### src/rtl/multdiv_pkg.sv
// Shared types and defaults for the iterative multiply/divide controller.
// State encoding is fixed so the datapath debug taps can decode it directly.
package multdiv_pkg;

    typedef enum logic [1:0] {
        ST_IDLE = 2'd0,
        ST_LOAD = 2'd1,
        ST_RUN  = 2'd2,
        ST_DONE = 2'd3
    } state_t;

    localparam int DEF_WIDTH  = 32;
    localparam int DEF_CYCLES = 32;
    localparam int DEF_CNT_W  = 6;

endpackage

### src/rtl/multdiv_iter_counter.sv
// Iteration counter for the multdiv controller: enable, sync clear, async reset,
// saturating at CYCLES-1 and flagging that terminal count.
module multdiv_iter_counter
    import multdiv_pkg::*;
#(
    parameter int CYCLES = DEF_CYCLES,
    parameter int CNT_W  = DEF_CNT_W
) (
    input  logic             clk,
    input  logic             clr,
    input  logic             sclr,
    input  logic             en,
    output logic [CNT_W-1:0] iter,
    output logic             tc
);

    localparam logic [CNT_W-1:0] LAST = CNT_W'(CYCLES - 1);

    // Hold at the terminal count so iter still reads CYCLES-1 in DONE.
    always_ff @(posedge clk or posedge clr) begin
        if (clr) begin
            iter <= '0;
        end else if (sclr) begin
            iter <= '0;
        end else if (en && !tc) begin
            iter <= iter + CNT_W'(1);
        end
    end

    assign tc = (iter == LAST);

endmodule

### src/rtl/multdiv_ctrl.sv
// Control FSM for the iterative multiply/divide datapath: sequences operand load,
// CYCLES step iterations and a one-cycle result/exception report.
module multdiv_ctrl
    import multdiv_pkg::*;
#(
    parameter int WIDTH  = DEF_WIDTH,
    parameter int CYCLES = WIDTH,
    parameter int CNT_W  = DEF_CNT_W
) (
    input  logic             clk,
    input  logic             clr,
    input  logic             ctrl_mult,
    input  logic             ctrl_div,
    input  logic             divisor_zero,
    input  logic             overflow_in,
    output logic             busy,
    output logic             op_is_div,
    output logic             load_en,
    output logic             acc_clr,
    output logic             step_en,
    output logic [CNT_W-1:0] iter,
    output logic             result_rdy,
    output logic             exception
);

    if (CYCLES < 1 || (64'd1 << CNT_W) <= 64'(CYCLES)) begin : g_param_chk
        $error("multdiv_ctrl: CYCLES must be >= 1 and fit in CNT_W bits");
    end

    state_t state, state_nxt;
    logic   start;
    logic   dz_abort;
    logic   dz_flag;
    logic   tc;

    assign start = ctrl_mult | ctrl_div;

    // divisor_zero is only valid once the datapath has latched the operands,
    // so the abort is decided on the first RUN cycle rather than in LOAD.
    assign dz_abort = (state == ST_RUN) && (iter == '0) && op_is_div && divisor_zero;

    multdiv_iter_counter #(
        .CYCLES (CYCLES),
        .CNT_W  (CNT_W)
    ) u_iter (
        .clk  (clk),
        .clr  (clr),
        .sclr (start),
        .en   (step_en),
        .iter (iter),
        .tc   (tc)
    );

    always_ff @(posedge clk or posedge clr) begin
        if (clr) begin
            state     <= ST_IDLE;
            op_is_div <= 1'b0;
            dz_flag   <= 1'b0;
        end else begin
            state   <= state_nxt;
            dz_flag <= dz_abort;
            if (start) begin
                op_is_div <= ctrl_div & ~ctrl_mult;
            end
        end
    end

    always_comb begin
        state_nxt  = state;
        busy       = 1'b0;
        load_en    = 1'b0;
        acc_clr    = 1'b0;
        step_en    = 1'b0;
        result_rdy = 1'b0;
        exception  = 1'b0;

        case (state)
            ST_IDLE: begin
                state_nxt = ST_IDLE;
            end
            ST_LOAD: begin
                busy      = 1'b1;
                load_en   = 1'b1;
                acc_clr   = 1'b1;
                state_nxt = ST_RUN;
            end
            ST_RUN: begin
                busy    = 1'b1;
                step_en = ~dz_abort;
                if (dz_abort || tc) begin
                    state_nxt = ST_DONE;
                end
            end
            ST_DONE: begin
                result_rdy = 1'b1;
                exception  = op_is_div ? dz_flag : overflow_in;
                state_nxt  = ST_IDLE;
            end
            default: begin
                state_nxt = ST_IDLE;
            end
        endcase

        // A new start abandons whatever is in flight, including DONE.
        if (start) begin
            state_nxt = ST_LOAD;
        end
    end

endmodule

### config.mk
export PLATFORM = sky130hd
export DESIGN_NAME = multdiv_ctrl
export DESIGN_NICKNAME = d
export VERILOG_FILES = /design/src/rtl/multdiv_pkg.sv /design/src/rtl/multdiv_iter_counter.sv /design/src/rtl/multdiv_ctrl.sv
export SDC_FILE = /design/constraint.sdc
export NUM_CORES = 1
export LEC_CHECK = 0
export ABC_AREA = 1
export BUFFER_PORTS_ARGS = -buffer_cell sky130_fd_sc_hd__buf_4
export CAP_MARGIN = 20
export CORE_MARGIN = 5
export CORE_UTILIZATION = 35
export CTS_CLUSTER_SIZE = 28
export DETAILED_ROUTE_END_ITERATION = 10
export GPL_ROUTABILITY_DRIVEN = 1
export GPL_TIMING_DRIVEN = 0
export SYNTH_ARGS = -nofsm -noshare
export SYNTH_HDL_FRONTEND = slang
export SYNTH_HIERARCHICAL = 1
export SYNTH_SLANG_ARGS = --single-unit
### constraint.sdc
create_clock -name clk -period 2.2 [get_ports clk]
set_clock_uncertainty 0.15 [all_clocks]
set_input_delay 0.22 -clock clk [delete_from_list [all_inputs] [get_ports clk]]
set_output_delay 0.22 -clock clk [all_outputs]
set_load 0.05 [all_outputs]
==> metrics.txt, run 1 <==
area grow syn2layout=34.2%; Post-synth EDFFs=0; final wirelength=about 1600 um; critical path cell sequence=inv_1 -> ha_1 -> nand2_2 -> nor4_4 -> nor2_4 -> buf_4; Synth area leader=dfrtp_1; synth warn=6; WP buf/inv=2; Final Hold Vio Count=0; hold path startpoint=ctrl_div; Port Buffers=18; share of cells above drive strength 1=between 20% and 30%; setup TNS=0 ns; Detail Placement HPWL=between 1000 and 1500 um; worst slew pin tran=about 0.32 ns; CP endpoint kind=output port; Main synth FF type=dfrtp_1; CP Data Required Time=1.83 ns; post-layout instance area=about 950 um2; DRC=0; syn nets=approximately 110; Die Height=54.9 um; endpoints failing setup=0; family with the most delay on the worst path=flip-flops; Reg clk slew, reported paths=about 0.07 ns; Core ar.=~1900 um2; # clock sinks=10; Mapped Cells=between 90 and 100; register area share after synthesis=between 30% and 40%; Commonest cells post-synth=23 x nand2_1, 19 x inv_1, 11 x nor2_1; grt ovf=0; Iter 0 DRT Violations=9; Hold WC Path Type=primary input to register; I/O pin cnt=19; final core occ=between 40% and 50%; relative slew slack=78.6%; delay of the slowest critical-path stage=around 0.42 ns; DRT Pass-1 Iters=4; area of placed instances=882 um2; FP Rows=16; DR vias/cell=between 4 and 5; Post-Syn Area=706 um2; Layout Nets=130; synth top area cells=dfrtp_1 35%, nand2_1 12%, inv_1 10%; Crit Path Max Fanout=6; worst path arrival time=between 1.5 and 2 ns; most common cell in the netlist=nand2_1; Pwr Density=just under 500 nW/um2; unrepaired setup endpoints after global routing=no; Initial Util=between 30% and 40%; fin. max-slew vios=0; routed vias=roughly 650; area of the die=3010 um2; period utilization=between 90% and 100%; RR Startpoint=state[0]; Die Wd=approximately 55 um; Clk Latency, worst-skew pair=about 0.26 ns; total power=465 uW; CTS max path bufs=2; crit path from=state[0]; Antenna Cells=0; Setup crit start kind=register; slowest CP cell=dfrtp_1; GRT Overall Usage=a little under an eighth; Clock Tree Root=clkbuf_4; WL/cell=approximately 11 um; area share of the largest cell type after synthesis=35.5%; clock period minus worst slack=roughly 2.0 ns; max_cap viols=0; worst vdd ir=around 260 uV; GP Congestion=about 0.78; synthesized area per cell=roughly 7.4 um2; Setup CP Type=register to output port; number of routed nets with antenna violations=0; Unique masters post-synth=19; first-pass GRT wire length=between 2000 and 3000 um; Achievable Freq=500 MHz; LEAKAGE=between 0.4 and 0.5 nW; H-Tree Depth=1; total CTS buffers=3; fin cells=around 150; largest net degree at the start of global routing=10; outcome=complete, no violations; CTS tree=done; placed insts=140; Seq cells post-synth=10; FFs w/ async S/R, synth=100%; antenna violations before repair=0; vias in the first global route=592
==> metrics by stage <==
| stage | hold slack, ns | setup WS (ns) |
|---|---|---|
| global placement | -0.0272 | 0.253 |
| CTS | 0.0432 | 0.0603 |
| detailed placement | -0.0249 | 0.194 |
| global route | 0.0577 | 0.0895 |
| finish | 0.0405 | 0.201 |
| floorplan | -0.164 | 0.0726 |
==> registers in the layout, summed over array words and instances (netlist names) <==
signal / cells
op_is_div: 1
dz_flag: 1
u_iter/iter: 6
state: 2
==> layer usage <==
layer	wire length (um)	part of all wire [%]	track usage (%)
met1	730	46	15.0
met2	765	48	19.9
met3	89	5.6	2.68
met4	12	0.75	4.05
met5	0	0	0
==> power breakdown <==
group | switching [mW] | internal (mW)
clock | 0.0682 | 0.100
combinational | 0.0674 | 0.0359
sequential | 0.00512 | 0.188
==> cell type report <==
class / count / area (um2)
plain buffers: 1 / 7.51
multi-input cells: 65 / 393
fillers: 193 / 995
repair buffers: 20 / 155
flip-flops and latches: 10 / 250
inverters: 19 / 71.3
clock buffers: 4 / 36.3
well taps: 27 / 33.8
==> path summary, 6_finish.rpt <==
path                                  end  slack, ns  cells past startpoint
min in group asynchronous        state[1]       0.25                      3
min                             op_is_div       0.04                      3
max in group asynchronous  u_iter/iter[1]       1.39                      3
min reg2reg                     op_is_div       0.44                      2
max                               step_en       0.20                      6
max reg2reg                u_iter/iter[5]       0.39                     10
==> kinds of logic (layout without fill, tap and decap cells) <==
group,count (synthesis),count (layout),share of synthesized area [%]
fa+ha+maj,4,4,7.09
buf+inv,20,44,11.2
flops,10,10,35.5
simple gates,57,57,43.1
compound gates,4,4,3.19
==> cell usage in the layout (no fill, tap or decap) <==
cell type	count
a21oi_1	1
buf_4	19
clkbuf_4	3
clkbuf_8	1
dfrtp_1	10
dlygate4sd3_1	2
ha_1	4
inv_1	19
nand2_1	23
nand2_2	2
nand3_1	7
nand3_2	1
nand4_1	5
nor2_1	10
nor2_4	4
nor2_8	1
nor4_4	1
o21ai_1	2
o21bai_1	1
or2_0	1
or2_2	1
or2_4	1
==> worst min-delay path, cell delays in order <==
cell and delay (ns):
buf_4 0.08, nor2_1 0.03, nor2_1 0.07
==> repair_timing <==
action | in CTS | in global routing
setup buffers | 0 | 0
endpoints found under the hold margin | 11 | 0
endpoints found under the setup margin | 1 | 1
gates resized for setup | 1 | 0
hold buffers | 2 | 0
pin swaps | 0 | 1
(Power assumes the default switching activity.)
==> inputs of run 2 (changes only) <==
- PLACE_DENSITY: unset -> 0.58
- clock period: 2.2 -> 2.34 ns (I/O delays scaled with it)
==> run 2 against run 1 <==
  * Register-to-register slack better by 0.06 ns
  * Non-clock buffer count stayed put
  * Worst setup slack better by 0.020 ns
  * Die area stayed put
  * Critical endpoint unchanged
  * Sequential share of layout area is 0.39 points higher
  * Global-route usage is 0.51 points higher
  * Routed wire length is 0.75% lower
==> metrics.txt, run 2 (synthesis gave the netlist of run 1 again) <==
CP endpoint kind=output port (unchanged); Die Wd=54.9 um (unchanged); FP Rows=16 (unchanged); Setup WS post-layout=0.220 ns (was 0.201 ns); Core ar.=1940 um2 (unchanged); fin. max-slew vios=0 (unchanged); most frequent cells in the layout=23 x nand2_1, 19 x inv_1, 19 x buf_4 (unchanged); post-CTS resize count=0 (was 1); total CTS buffers=3 (unchanged); Hold WC Path Type=primary input to register (unchanged); GRT Overall Usage=12.4% (was 11.9%); max_cap viols=0 (unchanged); DR vias/cell=4.36 (was 4.48); top flop regs=u_iter/iter: 6 flops, state: 2 flops (unchanged); Clk Latency, worst-skew pair=0.27 ns (was 0.26 ns); Layout Nets=130 (unchanged); # clock sinks=10 (unchanged); grt ovf=0 (unchanged); pre-CTS setup slack=0.447 ns (was 0.194 ns); DRC=0 (unchanged); fill cell count=200 (was 193); commonest non-fill, non-tap cell in the layout=nand2_1 (unchanged); antenna violations before repair=0 (unchanged); Setup crit start kind=register (unchanged); clock period minus worst slack=between 2 and 2.5 ns; final core occ=48.1% (was 48.8%); postcts setup bufs=0 (unchanged); LEAKAGE=0.492 nW (was 0.493 nW); worst slew pin tran=0.318 ns (about the same); Antenna Cells=0 (unchanged); Crit Path Max Fanout=6 (unchanged); endpoints failing setup=0 (unchanged); Initial Util=36.3% (unchanged); H-Tree Depth=1 (unchanged); share of cells above drive strength 1=28.6% (unchanged); Achievable Freq=roughly 470 MHz; Setup CP Type=register to output port (unchanged); DRT Pass-1 Iters=4 (unchanged); WL/cell=10.9 um (about the same); routed vias=636 (was 654); vias in the first global route=594 (was 592); critical path cell sequence=inv_1 -> ha_1 -> nand2_2 -> nor4_2 -> nor2_2 -> buf_4 (was inv_1 -> ha_1 -> nand2_2 -> nor4_4 -> nor2_4 -> buf_4); Die Height=54.9 um (unchanged); setup TNS=0 ns (unchanged); fin cells=146 (unchanged); CTS tree=done (unchanged); Detail Placement HPWL=1230 um (was 1240 um); CP Data Required Time=1.96 ns (was 1.83 ns); worst path arrival time=1.74 ns (was 1.63 ns); Reg clk slew, reported paths=0.08 ns (was 0.07 ns); Final Hold Vio Count=0 (unchanged); Most flops, register=u_iter/iter (unchanged); CTS max path bufs=2 (unchanged); period utilization=~90%; first-pass GRT wire length=2590 um (was 2540 um); I/O pin cnt=19 (unchanged); area of the die=3010 um2 (unchanged); unrepaired setup endpoints after global routing=no (unchanged); outcome=complete, no violations (unchanged); number of routed nets with antenna violations=0 (unchanged); relative slew slack=78.6% (about the same); max reg flops=6 (unchanged); largest net degree at the start of global routing=10 (unchanged); Port Buffers=18 (unchanged); delay of the slowest critical-path stage=0.42 ns (about the same); worst vdd ir=287 uV (was 255 uV); GP Congestion=0.778 (was 0.784); Iter 0 DRT Violations=6 (was 9); Clock Tree Root=clkbuf_4 (unchanged); Pwr Density=470 nW/um2 (was 491 nW/um2); placed insts=140 (unchanged); area grow syn2layout=32.3% (was 34.2%); family with the most delay on the worst path=simple AND/OR/NAND/NOR gates (was flip-flops); final wirelength=1590 um (was 1600 um); WP buf/inv=2 (unchanged); slowest CP cell=dfrtp_1 (unchanged)
[run 2: path summary, 6_finish.rpt]
kind,start,end,slack (ns),cells past startpoint
max in group asynchronous,clr,u_iter/iter[4],1.51,3
hold / removal,ctrl_div,op_is_div,0.04,3
setup / recovery,state[0],step_en,0.22,6
setup reg to reg,state[0],u_iter/iter[5],0.45,10
min in group asynchronous,clr,dz_flag,0.28,3
hold reg to reg,op_is_div,op_is_div,0.44,2
[run 2: metal layers]
metal	track usage, %	vias up	routed length [um]
li1	-	340	-
met1	15.9	278	740
met2	20.5	16	762
met3	2.41	2	67
met4	4.86	0	14
met5	0	-	0
[run 2: stage by stage]
step	total power [mW]	instance area [um2]	hold slack (ns)
floorplan	0.251	708	-0.150
global placement	0.278	877	-0.0130
detailed placement	0.279	877	-0.0122
CTS	0.446	933	0.0440
global route	0.461	933	0.0816
finish	0.438	933	0.0440
[run 2: layout make-up]
cell class | count | area [um2] | area share [%]
multi-input cells | 65 | 379 | 40.6
plain buffers | 1 | 7.51 | 0.804
flip-flops and latches | 10 | 250 | 26.8
repair buffers | 20 | 155 | 16.6
well taps | 27 | 33.8 | 3.62
inverters | 19 | 71.3 | 7.64
clock buffers | 4 | 36.3 | 3.89
[run 2: report_power, final]
part           total [mW]  switching, mW  internal (mW)
registers           0.181        0.00455          0.176
logic              0.0956         0.0622         0.0333
clock network       0.162         0.0676         0.0944
total               0.438          0.134          0.304
[run 2: tightest hold or removal path: stages]
cell    delay [ns]
buf_4         0.08
nor2_1        0.03
nor2_1        0.07
[run 2: timing repair]
action	CTS	global route
hold buffers	2	0
hold endpoints to repair	11	0
endpoints found under the setup margin	0	0
